==> src/rtl/airlock_scheduler_pkg.sv <==
// Shared types and display constants for the airlock scheduler.
package airlock_scheduler_pkg;

    typedef enum logic [2:0] {
        StIdle,
        StDock,
        StWaitEvac,
        StEvac,
        StWaitPress,
        StPress,
        StFinish
    } state_t;

    typedef enum logic [1:0] {
        DirNone,
        DirArr,
        DirDep
    } dir_t;

    // Active-low segment patterns, bit order gfedcba.
    localparam logic [6:0] SEG_A     = 7'b0001000;
    localparam logic [6:0] SEG_E     = 7'b0000110;
    localparam logic [6:0] SEG_P     = 7'b0001100;
    localparam logic [6:0] SEG_BLANK = 7'b1111111;

    function automatic logic is_timed(state_t s);
        return (s == StDock) || (s == StEvac) || (s == StPress);
    endfunction

endpackage

==> src/rtl/airlock_scheduler_if.sv <==
// Sensor/button inputs and grant/door/display outputs of the airlock scheduler.
interface airlock_scheduler_if;

    logic       arrive_req;
    logic       depart_req;
    logic       inner_open;
    logic       outer_open;
    logic       evac_btn;
    logic       press_btn;
    logic       arrive_grant;
    logic       depart_grant;
    logic       inner_en;
    logic       outer_en;
    logic       fault;
    logic [6:0] display;

    modport master (
        output arrive_req, depart_req, inner_open, outer_open, evac_btn, press_btn,
        input  arrive_grant, depart_grant, inner_en, outer_en, fault, display
    );

    modport slave (
        input  arrive_req, depart_req, inner_open, outer_open, evac_btn, press_btn,
        output arrive_grant, depart_grant, inner_en, outer_en, fault, display
    );

endinterface

==> src/rtl/airlock_scheduler_timer.sv <==
// Phase timer: prescaler of CLKS_PER_SEC cycles feeding a saturating 4-bit seconds count.
module airlock_scheduler_timer #(
    parameter int unsigned CLKS_PER_SEC = 50_000_000
) (
    input  logic       clock,
    input  logic       rst,
    input  logic       clear,
    output logic [3:0] sec
);

    localparam int unsigned PW = (CLKS_PER_SEC > 1) ? $clog2(CLKS_PER_SEC) : 1;
    localparam logic [PW-1:0] PRESC_MAX = PW'(CLKS_PER_SEC - 1);

    logic [PW-1:0] r_presc, w_presc_base, w_presc_next;
    logic [3:0]    r_sec, w_sec_base, w_sec_next;

    // The clearing edge already counts as the first cycle of the phase, so a phase of
    // N seconds reaches sec == N after exactly N*CLKS_PER_SEC cycles in the state.
    always_comb begin
        w_presc_base = clear ? '0 : r_presc;
        w_sec_base   = clear ? 4'd0 : r_sec;
        w_presc_next = w_presc_base + PW'(1);
        w_sec_next   = w_sec_base;
        if (w_presc_base == PRESC_MAX) begin
            w_presc_next = '0;
            if (w_sec_base != 4'hf) begin
                w_sec_next = w_sec_base + 4'd1;
            end
        end
    end

    always_ff @(posedge clock or posedge rst) begin
        if (rst) begin
            r_presc <= '0;
            r_sec   <= 4'd0;
        end else begin
            r_presc <= w_presc_next;
            r_sec   <= w_sec_next;
        end
    end

    assign sec = r_sec;

endmodule

==> src/rtl/airlock_scheduler.sv <==
// Airlock chamber arbiter: grants arrival or departure and sequences dock/evac/pressurize.
module airlock_scheduler
    import airlock_scheduler_pkg::*;
#(
    parameter int unsigned CLKS_PER_SEC = 50_000_000,
    parameter int unsigned ARRIVE_SEC   = 5,
    parameter int unsigned EVAC_SEC     = 7,
    parameter int unsigned PRESS_SEC    = 8
) (
    input logic                clock,
    input logic                rst,
    airlock_scheduler_if.slave bus
);

    state_t     r_state, w_state;
    dir_t       r_dir, w_dir;
    logic       r_last_dep, w_last_dep;
    logic       r_fault, w_fault;
    logic       w_clear;
    logic       w_closed;
    logic       w_own_req;
    logic [3:0] w_sec;

    airlock_scheduler_timer #(
        .CLKS_PER_SEC(CLKS_PER_SEC)
    ) u_timer (
        .clock(clock),
        .rst  (rst),
        .clear(w_clear),
        .sec  (w_sec)
    );

    assign w_closed  = !bus.inner_open && !bus.outer_open;
    assign w_own_req = (r_dir == DirArr) ? bus.arrive_req : bus.depart_req;
    assign w_clear   = is_timed(w_state) && (w_state != r_state);

    always_comb begin
        w_state    = r_state;
        w_dir      = r_dir;
        w_last_dep = r_last_dep;
        w_fault    = 1'b0;
        case (r_state)
            StIdle: begin
                // On a tie the side not served last wins.
                if (bus.arrive_req && (!bus.depart_req || r_last_dep)) begin
                    w_state    = StDock;
                    w_dir      = DirArr;
                    w_last_dep = 1'b0;
                end else if (bus.depart_req) begin
                    w_state    = StWaitEvac;
                    w_dir      = DirDep;
                    w_last_dep = 1'b1;
                end
            end
            StDock: begin
                if (!bus.arrive_req) begin
                    w_state = StIdle;
                    w_dir   = DirNone;
                end else if (w_sec == 4'(ARRIVE_SEC)) begin
                    w_state = StWaitEvac;
                end
            end
            StWaitEvac: begin
                if (bus.evac_btn && w_closed) w_state = StEvac;
            end
            StEvac: begin
                if (!w_closed) begin
                    w_state = StWaitEvac;
                    w_fault = 1'b1;
                end else if (w_sec == 4'(EVAC_SEC)) begin
                    w_state = StWaitPress;
                end
            end
            StWaitPress: begin
                if (bus.press_btn && w_closed) w_state = StPress;
            end
            StPress: begin
                if (!w_closed) begin
                    w_state = StWaitPress;
                    w_fault = 1'b1;
                end else if (w_sec == 4'(PRESS_SEC)) begin
                    w_state = StFinish;
                end
            end
            StFinish: begin
                if (!w_own_req && w_closed) begin
                    w_state = StIdle;
                    w_dir   = DirNone;
                end
            end
            default: begin
                w_state = StIdle;
                w_dir   = DirNone;
            end
        endcase
    end

    always_ff @(posedge clock or posedge rst) begin
        if (rst) begin
            r_state    <= StIdle;
            r_dir      <= DirNone;
            r_last_dep <= 1'b1;
            r_fault    <= 1'b0;
        end else begin
            r_state    <= w_state;
            r_dir      <= w_dir;
            r_last_dep <= w_last_dep;
            r_fault    <= w_fault;
        end
    end

    assign bus.arrive_grant = (r_state != StIdle) && (r_dir == DirArr);
    assign bus.depart_grant = (r_state != StIdle) && (r_dir == DirDep);
    assign bus.inner_en     = ((r_state == StWaitEvac) && (r_dir == DirDep)) ||
                              ((r_state == StFinish) && (r_dir == DirArr));
    assign bus.outer_en     = (r_state == StWaitPress);
    assign bus.fault        = r_fault;

    always_comb begin
        bus.display = SEG_BLANK;
        case (r_state)
            StDock:  bus.display = SEG_A;
            StEvac:  bus.display = SEG_E;
            StPress: bus.display = SEG_P;
            default: bus.display = SEG_BLANK;
        endcase
    end

endmodule

==> src/flat_wrapper.sv <==
// flat-port wrapper written by rule: the top's interface ports become plain ports
module airlock_scheduler_flat import airlock_scheduler_pkg::*;
#(
    parameter int unsigned CLKS_PER_SEC = 50_000_000,
    parameter int unsigned ARRIVE_SEC   = 5,
    parameter int unsigned EVAC_SEC     = 7,
    parameter int unsigned PRESS_SEC    = 8
)
  (clock, rst, bus_arrive_req, bus_depart_req, bus_inner_open, bus_outer_open, bus_evac_btn, bus_press_btn, bus_arrive_grant, bus_depart_grant, bus_inner_en, bus_outer_en, bus_fault, bus_display);
  airlock_scheduler_if bus_i ();
  input logic clock;
  input logic rst;
  input wire logic [$bits(bus_i.arrive_req)-1:0] bus_arrive_req;
  input wire logic [$bits(bus_i.depart_req)-1:0] bus_depart_req;
  input wire logic [$bits(bus_i.inner_open)-1:0] bus_inner_open;
  input wire logic [$bits(bus_i.outer_open)-1:0] bus_outer_open;
  input wire logic [$bits(bus_i.evac_btn)-1:0] bus_evac_btn;
  input wire logic [$bits(bus_i.press_btn)-1:0] bus_press_btn;
  output wire logic [$bits(bus_i.arrive_grant)-1:0] bus_arrive_grant;
  output wire logic [$bits(bus_i.depart_grant)-1:0] bus_depart_grant;
  output wire logic [$bits(bus_i.inner_en)-1:0] bus_inner_en;
  output wire logic [$bits(bus_i.outer_en)-1:0] bus_outer_en;
  output wire logic [$bits(bus_i.fault)-1:0] bus_fault;
  output wire logic [$bits(bus_i.display)-1:0] bus_display;
  assign bus_i.arrive_req = bus_arrive_req;
  assign bus_i.depart_req = bus_depart_req;
  assign bus_i.inner_open = bus_inner_open;
  assign bus_i.outer_open = bus_outer_open;
  assign bus_i.evac_btn = bus_evac_btn;
  assign bus_i.press_btn = bus_press_btn;
  assign bus_arrive_grant = bus_i.arrive_grant;
  assign bus_depart_grant = bus_i.depart_grant;
  assign bus_inner_en = bus_i.inner_en;
  assign bus_outer_en = bus_i.outer_en;
  assign bus_fault = bus_i.fault;
  assign bus_display = bus_i.display;
  airlock_scheduler #(.CLKS_PER_SEC(CLKS_PER_SEC), .ARRIVE_SEC(ARRIVE_SEC), .EVAC_SEC(EVAC_SEC), .PRESS_SEC(PRESS_SEC)) u_core (.clock(clock), .rst(rst), .bus(bus_i));
endmodule
==> config.mk <==
export PLATFORM = sky130hd
export DESIGN_NAME = airlock_scheduler_flat
export DESIGN_NICKNAME = d
export VERILOG_FILES = /design/src/rtl/airlock_scheduler_pkg.sv /design/src/rtl/airlock_scheduler_if.sv /design/src/rtl/airlock_scheduler_timer.sv /design/src/rtl/airlock_scheduler.sv /design/src/flat_wrapper.sv
export SDC_FILE = /design/constraint.sdc
export NUM_CORES = 1
export LEC_CHECK = 0
export ABC_AREA = 1
export CORE_MARGIN = 2
export CORE_UTILIZATION = 59
export CTS_CLUSTER_DIAMETER = 200
export CTS_CLUSTER_SIZE = 16
export DETAILED_ROUTE_END_ITERATION = 12
export PLACE_DENSITY = 0.8
export SYNTH_ARGS = -nofsm -noshare
export SYNTH_HDL_FRONTEND = slang
export SYNTH_SLANG_ARGS = --single-unit
==> constraint.sdc <==
create_clock -name clock -period 3.5 [get_ports clock]
set_input_delay 0.7 -clock clock [delete_from_list [all_inputs] [get_ports clock]]
set_output_delay 0.7 -clock clock [all_outputs]
set_load 0.1 [all_outputs]
==> flow_summary.toml <==
[worst_setup_path]
crit_arrival_ns = 3.24
crit_fanout = 58
cp-end-kind = "register"
crit_end = "u_core.u_timer.sec[3]$_DFF_PP0_"
crit_family = "simple AND/OR/NAND/NOR gates"
crit_type = "in2reg"
start_kind = "input pin"
worst-r2r-cell-count = 15
cp.required_ns = 3.74
r2r_start = "u_core.r_state[0]$_DFF_PP0_"
cpPeakStageDelay_ns = 0.48
cp.buffers_inverters = 4
cp_num_cells = 16
crit_start = "bus_depart_req"
crit_chain = "clkdlybuf4s50_1, inv_1, o21ai_1, nor2_1, nor2_2, nand2_2, nand2_4, buf_12, nand3_1, nor2_2, nand2_1, nor2_2, nand2_2, clkinv_2, nand2_1, nand2_1"
r2r_slack_ns = 0.88
worst_path_max_delay_cell = "clkdlybuf4s50_1"
r2r-end = "u_core.u_timer.sec[3]$_DFF_PP0_"

[placed_design]
io_buffers = 19
pre_cts_ws_ns = 0.256
hpwlAfterDp_um = 4690
gp_congestion = 1.03

[grt]
grt_max_degree = 59
use_met1_pct = 35.9
antenna_found_initial = 0
grt_overflow = 0
grt_pass1_wl_um = 10600
use_met3_pct = 4.70
grt_use_met2_pct = 40.8
grt_pass1_vias = 2366
busiest_layer = "met2"
track_usage_pct = 26.0

[timing]
timing.final.crit_share_pct = 85.6
hold_violations = 0
max_freq_mhz = 334
setup_viol_count_final = 0
fin_worst_skew_ns = 0.00914
relSlewSlack_pct = 35.9
finalCriticalPeriod_ns = 3.00
tns_ns = 0
tightest_slew_ns = 0.959
rsz0062_at_grt = "no"
worst_slack_ns = 0.504
maxSlewViolCount = 0

[pwr]
p_leak_nw = 1.46
p_clk_share_pct = 16.8
intPower_mw = 0.901
p_seq_share_pct = 30.2
sw_frac_of_total_pct = 51.9
switchingPower_mw = 0.973
vdd_drop_max_uv = 576
power_density_nw_per_um2 = 617
pwr-share-comb_pct = 53.0

[synthesis]
synthAdderAreaFrac_pct = 0.898
synth_cell_type_count = 39
yosys.area_share.simple_pct = 44.8
syn_area_um2 = 2790
netlist_top_cells_area = "dfrtp_1 32%, nand2_1 14%, nor2_1 9.7%"
synth_area_leader_cell = "dfrtp_1"
synth-edff-count = 0
synth_top_flop_cell = "dfrtp_1"
synth_nets = 412
synth_cells = 402
ys_seq_area_share_pct = 33.3
synth_top_cell_area_share_pct = 32.3
synth-warning-count = 0
async_flop_share_pct = 100
synth-seq-cells = 37
synthMuxAreaShare_pct = 0
synth-compound-area-share_pct = 4.58
synth-xor-area-share_pct = 4.72
syn_avg_cell_area_um2 = 6.93
synth_top_family_by_area = "simple AND/OR/NAND/NOR gates"

[min_path]
min_path_type = "reg2reg"

[clock_network]
cts.repair.resized = 0
cts_buffers = 5
tritoncts = "built"
postCtsSetupRepairBufs = 0
cts_htree_levels = 2
clockBufferDepth = 2
postCtsHoldBufs = 0
clockRootBuffer = "clkbuf_8"
cts.sink_count = 37
path_clk_slew_ns = 0.08
clk_latency_ns = 0.30

[floorplanning]
rows = 24
dieWidth_um = 72.7
die_h_um = 72.7
die-area_um2 = 5290
start_util_pct = 62.7
ios = 20
core_um2 = 4440

[final_layout]
synthToLayoutAreaGrowth_pct = 9.07
layout_common_cells = "106 x nand2_1, 72 x nor2_1, 47 x inv_1"
antenna_cells = 0
final_common_cell = "nand2_1"
fin_nets = 432
drive_gt1_share_pct = 16.3
fill_cells = 400

[detailed_routing]
postRouteAntennaNets = 0
vias_per_cell = 5.33
drc_errors = 0
first_pass_iters = 6
detail_route.wirelength_um = 6230
num_vias = 2532
drt_iter0_drc = 250
avgRoutedWirePerCell_um = 13.1

[outcome]
status = "finished clean"

[flow_run]
drv_cap = 0
==> cell families after synthesis <==
kind of cell | Yosys count
XOR/XNOR | 15
flip-flops | 37
AO/OA/AOI/OAI | 21
adder cells (fa/ha/maj) | 2
buffers and inverters | 65
AND/OR/NAND/NOR | 262
==> sequential cells by signal (all words and copies together), names as in the netlist <==
name and cells:
u_core.bus.fault 1, u_core.u_timer.r_presc 26, u_core.r_dir 2, u_core.u_timer.sec 4
u_core.r_state 3, u_core.r_last_dep 1
==> per-stage QoR <==
| step | hold slack (ns) | total power [mW] | utilization [%] | area [µm²] | instances |
|---|---|---|---|---|---|
| after floorplan | 0.461 | 1.47 | - | 2790 | 402 |
| after global placement | 0.484 | 1.56 | 66.3 | 2950 | 467 |
| after detailed placement | 0.488 | 1.57 | 66.3 | 2950 | 467 |
| after CTS | 0.503 | 1.89 | 68.4 | 3040 | 475 |
| after global routing | 0.510 | 1.97 | 68.4 | 3040 | 475 |
| final | 0.501 | 1.87 | 68.4 | 3040 | 475 |
==> cells in the mapped netlist (2+ instances only) <==
cell	instances
xnor2_1	5
buf_4	5
inv_2	6
nor3_1	3
buf_12	2
xor2_1	10
nand3b_2	2
nor2_2	14
nand2_4	2
inv_1	47
o21ai_1	2
nand3_2	8
o21ai_0	8
dfrtp_1	36
nor2_4	3
ha_1	2
nor2_1	72
nand2_1	106
buf_6	4
o22ai_1	2
nand4_1	6
nand2_2	6
nand3_1	33
a21oi_1	3
==> how the worst min path moves through the flow <==
stage                                  startpoint                       endpoint  slack (ns)  cells after the start
finish              u_core.r_last_dep$_DFFE_PP1P_  u_core.r_last_dep$_DFFE_PP1P_        0.50                      2
global route        u_core.r_last_dep$_DFFE_PP1P_  u_core.r_last_dep$_DFFE_PP1P_        0.51                      2
CTS                 u_core.r_last_dep$_DFFE_PP1P_  u_core.r_last_dep$_DFFE_PP1P_        0.50                      2
detailed placement  u_core.r_last_dep$_DFFE_PP1P_  u_core.r_last_dep$_DFFE_PP1P_        0.49                      2
global placement    u_core.r_last_dep$_DFFE_PP1P_  u_core.r_last_dep$_DFFE_PP1P_        0.48                      2
floorplan           u_core.r_last_dep$_DFFE_PP1P_  u_core.r_last_dep$_DFFE_PP1P_        0.46                      2
==> power by group through the flow <==
stage               clock network, mW  logic (mW)  registers (mW)
floorplan                           0       0.898           0.574
global placement                    0       0.986           0.572
detailed placement                  0       0.993           0.572
CTS                             0.325       0.996           0.565
global route                    0.338        1.06           0.572
finish                          0.315       0.993           0.566
==> layer usage <==
metal	up-vias	wire length (µm)
met4	0	87
met3	8	324
li1	1298	-
met5	-	0
met1	1149	2960
met2	77	2860
==> layout make-up <==
cell class | count | area [µm²] | share of cell area, %
clock buffers | 8 | 90.1 | 2.97
multi-input cells | 300 | 1540 | 50.7
well taps | 52 | 65.1 | 2.14
flip-flops and latches | 37 | 927 | 30.5
inverters | 54 | 204 | 6.71
repair buffers | 24 | 213 | 7.00
==> worst min-delay path, cell delays in order, from the launching register on <==
cell     delay, ns
dfstp_2       0.37
inv_1         0.05
o21ai_0       0.08
No activity file was read; power rests on OpenSTA's default activity.
